## config.mk

```make
export PLATFORM = sky130hd
export DESIGN_NAME = dmem_arbiter
export DESIGN_NICKNAME = d
export VERILOG_FILES = /design/src/rtl/dmem_arbiter.sv
export SDC_FILE = /design/constraint.sdc
export NUM_CORES = 1
export LEC_CHECK = 0
export CAP_MARGIN = 30
export CORE_MARGIN = 2
export CORE_UTILIZATION = 30
export DETAILED_ROUTE_END_ITERATION = 12
export GPL_TIMING_DRIVEN = 1
export PLACE_DENSITY = 0.64
export REMOVE_ABC_BUFFERS = 1
export SYNTH_ARGS = -nofsm -noshare
export SYNTH_HDL_FRONTEND = slang
export SYNTH_SLANG_ARGS = --single-unit
```

## constraint.sdc

```tcl
create_clock -name clk -period 2.1 [get_ports clk]
set_input_delay 0.42 -clock clk [delete_from_list [all_inputs] [get_ports clk]]
set_output_delay 0.42 -clock clk [all_outputs]
set_load 0.03 [all_outputs]
```

## src/rtl/dmem_arbiter.sv

```systemverilog
// Two-port valid/ready arbiter and one-access sequencer for the single-ported data memory.
// Build option: define DMEM_ARB_FIXED_PRIO_EN for fixed priority (port 0 wins contention).
module dmem_arbiter #(
    parameter int ADDR_W = 32,
    parameter int DATA_W = 32
) (
    input  logic              clk,
    input  logic              rst,
    input  logic              req0_valid,
    output logic              req0_ready,
    input  logic              req0_we,
    input  logic [ADDR_W-1:0] req0_addr,
    input  logic [DATA_W-1:0] req0_wdata,
    output logic              rsp0_valid,
    output logic [DATA_W-1:0] rsp0_rdata,
    input  logic              req1_valid,
    output logic              req1_ready,
    input  logic              req1_we,
    input  logic [ADDR_W-1:0] req1_addr,
    input  logic [DATA_W-1:0] req1_wdata,
    output logic              rsp1_valid,
    output logic [DATA_W-1:0] rsp1_rdata,
    output logic              mem_read,
    output logic              mem_write,
    output logic [ADDR_W-1:0] mem_addr,
    output logic [DATA_W-1:0] mem_wdata,
    input  logic [DATA_W-1:0] mem_rdata
);

    typedef enum logic [1:0] {
        IDLE   = 2'd0,
        ACCESS = 2'd1,
        RESP   = 2'd2
    } state_t;

    state_t              state_q;
    logic                we_q;
    logic                id_q;
    logic [ADDR_W-1:0]   addr_q;
    logic [DATA_W-1:0]   wdata_q;
    logic [DATA_W-1:0]   rsp0_rdata_q;
    logic [DATA_W-1:0]   rsp1_rdata_q;
`ifndef DMEM_ARB_FIXED_PRIO_EN
    logic                last_q;
`endif

    logic                arb_en;
    logic                grant0;
    logic                grant1;
    logic                accept;

    // Arbitration is open only between accesses; the winner sees ready in the same cycle.
    always_comb begin
        arb_en = !rst && ((state_q == IDLE) || (state_q == RESP));
`ifdef DMEM_ARB_FIXED_PRIO_EN
        grant0 = req0_valid;
`else
        grant0 = req0_valid && (!req1_valid || last_q);
`endif
        grant1     = req1_valid && !grant0;
        req0_ready = arb_en && grant0;
        req1_ready = arb_en && grant1;
        accept     = req0_ready || req1_ready;
    end

    // Sequencer: latch the winner, perform one memory cycle, then present the response.
    always_ff @(posedge clk) begin
        if (rst) begin
            state_q      <= IDLE;
            we_q         <= 1'b0;
            id_q         <= 1'b0;
            addr_q       <= '0;
            wdata_q      <= '0;
            rsp0_rdata_q <= '0;
            rsp1_rdata_q <= '0;
`ifndef DMEM_ARB_FIXED_PRIO_EN
            last_q       <= 1'b1;
`endif
        end else begin
            case (state_q)
                IDLE, RESP: begin
                    if (accept) begin
                        we_q    <= req1_ready ? req1_we    : req0_we;
                        addr_q  <= req1_ready ? req1_addr  : req0_addr;
                        wdata_q <= req1_ready ? req1_wdata : req0_wdata;
                        id_q    <= req1_ready;
`ifndef DMEM_ARB_FIXED_PRIO_EN
                        last_q  <= req1_ready;
`endif
                        state_q <= ACCESS;
                    end else begin
                        state_q <= IDLE;
                    end
                end
                ACCESS: begin
                    // Write acknowledges return zero data.
                    if (id_q) begin
                        rsp1_rdata_q <= we_q ? '0 : mem_rdata;
                    end else begin
                        rsp0_rdata_q <= we_q ? '0 : mem_rdata;
                    end
                    state_q <= RESP;
                end
                default: begin
                    state_q <= IDLE;
                end
            endcase
        end
    end

    // Strobes are qualified with rst so a reset during ACCESS never commits a write.
    assign mem_read   = !rst && (state_q == ACCESS) && !we_q;
    assign mem_write  = !rst && (state_q == ACCESS) && we_q;
    assign mem_addr   = addr_q;
    assign mem_wdata  = wdata_q;
    assign rsp0_valid = !rst && (state_q == RESP) && !id_q;
    assign rsp1_valid = !rst && (state_q == RESP) && id_q;
    assign rsp0_rdata = rsp0_rdata_q;
    assign rsp1_rdata = rsp1_rdata_q;

endmodule

```

==> results.toml <==
[run_status]
outcome = "completed"

[setup_path]
cp-end-kind = "output pin"
worstPathCellList = "nor3_1 > and2_1 > clkdlybuf4s15_1"
crit_family = "flip-flops"
cp.required_ns = 1.68
arrival_ns = 1.55
crit_slowest_cell = "dfxtp_1"
path_max_fanout = 8
path_buf_inv = 1
critPathLaunchType = "flop"
criticalPathCategory = "reg2out"
max_stage_delay_ns = 0.39

[yosys]
synth_flop_cell = "dfxtp_1"
synth_area_leader_cell = "dfxtp_1"
synth.area.top_cells = "dfxtp_1 (43%), a21oi_1 (11%), a311oi_2 (9.8%), nand2_1 (8.0%), nand4_1 (6.6%)"
yosys_warnings = 0
synth-simple-area-share = 0.195
yosysUniqueCellTypes = 30
syn-instance-count = 729
synth-edff-count = 0
ys_seq_area_frac = 0.434
ys_ff_latch = 133
syn_area_per_cell_um2 = 8.42
synth_compound_area_frac = 0.297
synth_area_um2 = 6140
yosys.area_share.adder = 0
muxShareOfSynthArea = 0
synth_top_family_by_area = "compound AO/OA/AOI/OAI gates"
synthArstFlopShare = 0
synth_top_area_frac = 0.434
yosys.area_share.xor_xnor = 0

[routing]
drt-vias-per-instance = 5.15
routed_wl_um = 23100
drtAntennaViolNets = 0
vias = 6621
drt_iter0_drc = 252
first_pass_iters = 4
routedWlPerCell_um = 17.9
drc = 0

[final_layout]
fillers = 1949
seq_area_um2 = 2660
multiInputGateArea_um2 = 3040
layout_commonest_cell = "clkdlybuf4s50_1"
area_growth_pct = 64.7
fin_nets = 1168
layout_common_cells = "clkdlybuf4s50_1 (290), dfxtp_1 (133), a21oi_1 (130), nand2_1 (129)"
drive_gt1_frac = 0.126

[clocking]
clock_latency_ns = 0.42
cts_sinks = 133
cts_buffers = 17
ctsHtreeMaxLevel = 4
cts_root_buf = "clkbuf_16"
clk_path_buf_depth = 2
cts_tree = "done"
ctsHoldBuffers = 0
clk_pin_slew_ns = 0.06

[sta]
fin_crit_ns = 1.97
hold_viol = 0
rsz0062_at_grt = "no"
fin_crit_sh = 0.940
fmax_mhz = 507
tns_ns = 0
slew-limit-headroom = 0.644
drv_slew = 0
worst_slew_pin_slew_ns = 0.534
fin_worst_hold_slack_ns = 0.269
finalSetupViolations = 0
skew_ns = 0.00717

[grt]
grt_pass1_wl_um = 35200
grt_max_degree = 75
grt-ovfl-total = 0
first_global_vias = 6372
antenna_found_initial = 3
track_usage = 0.206

[placement]
hpwl_um = 15600
routabilityCongestion = 0.764
portBuffers = 299

[hold_path]
hold_class = "in2reg"

[flow_run]
max_cap_viol_count = 0

[power]
ir_drop_v = 0.000461
cellPowerDensity_nw_per_um2 = 768
report.power.total_mw = 7.76
power_leakage_nw = 3.39

[floorplan]
ios = 300
dieWidth_um = 147
coreArea_um2 = 20200
row_count = 52
dieArea_um2 = 21600
initial_core_util = 0.304
fp.dieH_um = 147
-- flip-flops by register name, summed over array words and instances (netlist names) --
| register | flops |
|---|---|
| id_q | 1 |
| last_q | 1 |
| mem_addr | 32 |
| mem_wdata | 32 |
| rsp0_rdata | 32 |
| rsp1_rdata | 32 |
| state_q | 2 |
| we_q | 1 |
-- synthesized netlist by cell type, types with 2 or more instances --
cell type	count
clkbuf_1	42
nand4_1	65
dfxtp_1	133
nand2_1	130
a311oi_2	40
nor2b_1	32
o21ai_1	65
buf_4	5
a21oi_1	130
buf_2	26
nor3_1	2
buf_6	8
buf_1	8
a311oi_1	25
nor2_1	3
-- kinds of logic (layout without fill, tap and decap cells) --
| family | Yosys count | after routing |
|---|---|---|
| flip-flops | 133 | 133 |
| AO/OA/AOI/OAI | 263 | 263 |
| other | 0 | 1 |
| AND/OR/NAND/NOR | 242 | 242 |
| buffers and inverters | 91 | 377 |
-- what timing repair did --
item,CTS,global route
pin swaps,1,0
gates cloned,0,0
gates resized for setup,2,3
setup endpoints to repair,4,2
buffers inserted,1,0
-- metal layers --
| metal | up-vias | global-route usage | share of wire | routed length, um |
|---|---|---|---|---|
| li1 | 3215 | - | - | - |
| met1 | 3115 | 0.262 | 0.44 | 10100 |
| met2 | 263 | 0.329 | 0.46 | 10700 |
| met3 | 24 | 0.0764 | 0.088 | 2020 |
| met4 | 4 | 0.0553 | 0.012 | 284 |
| met5 | - | 0 | 0.0011 | 25 |
-- power breakdown --
group	total (mW)	internal, mW	switching [mW]	leakage (nW)
clock	3.14	1.91	1.24	0.295
sequential	2.77	2.68	0.0885	1.09
combinational	1.84	0.841	1.00	2.00
total	7.76	5.43	2.33	3.39
-- final cells by class --
cell class                      instances  share of cell area
Antenna cell                            1            0.000248
Clock inverter                         14              0.0185
Multi-Input combinational cell        505               0.301
Sequential cell                       133               0.264
Clock buffer                           18              0.0425
Inverter                                2            0.000743
Tap cell                              270              0.0334
Timing Repair Buffer                  343               0.340
-- final timing paths --
path | from | endpoint | slack (ns) | cells past startpoint
worst max-delay path | state_q[1]$_SDFF_PP0_ | mem_write | 0.13 | 3
worst min-delay path | rst | mem_wdata[1]$_SDFFE_PP0P_ | 0.27 | 2
worst max register to register | state_q[0]$_SDFF_PP0_ | mem_addr[20]$_SDFFE_PP0P_ | 0.47 | 6
worst min register to register | rsp0_rdata[6]$_SDFFE_PP0P_ | rsp0_rdata[6]$_SDFFE_PP0P_ | 0.45 | 2
-- per-stage QoR --
| step | utilization | area, um2 | setup WS, ns | cells |
|---|---|---|---|---|
| detailed placement | 0.468 | 9440 | -0.00417 | 1251 |
| CTS | 0.499 | 10100 | 0.0190 | 1284 |
| finish | 0.501 | 10100 | 0.126 | 1286 |
| floorplan | - | 5690 | -0.891 | 640 |
| global route | 0.501 | 10100 | 0.0156 | 1286 |
| global placement | 0.468 | 9440 | 0.0223 | 1251 |
(Power assumes the default switching activity.)
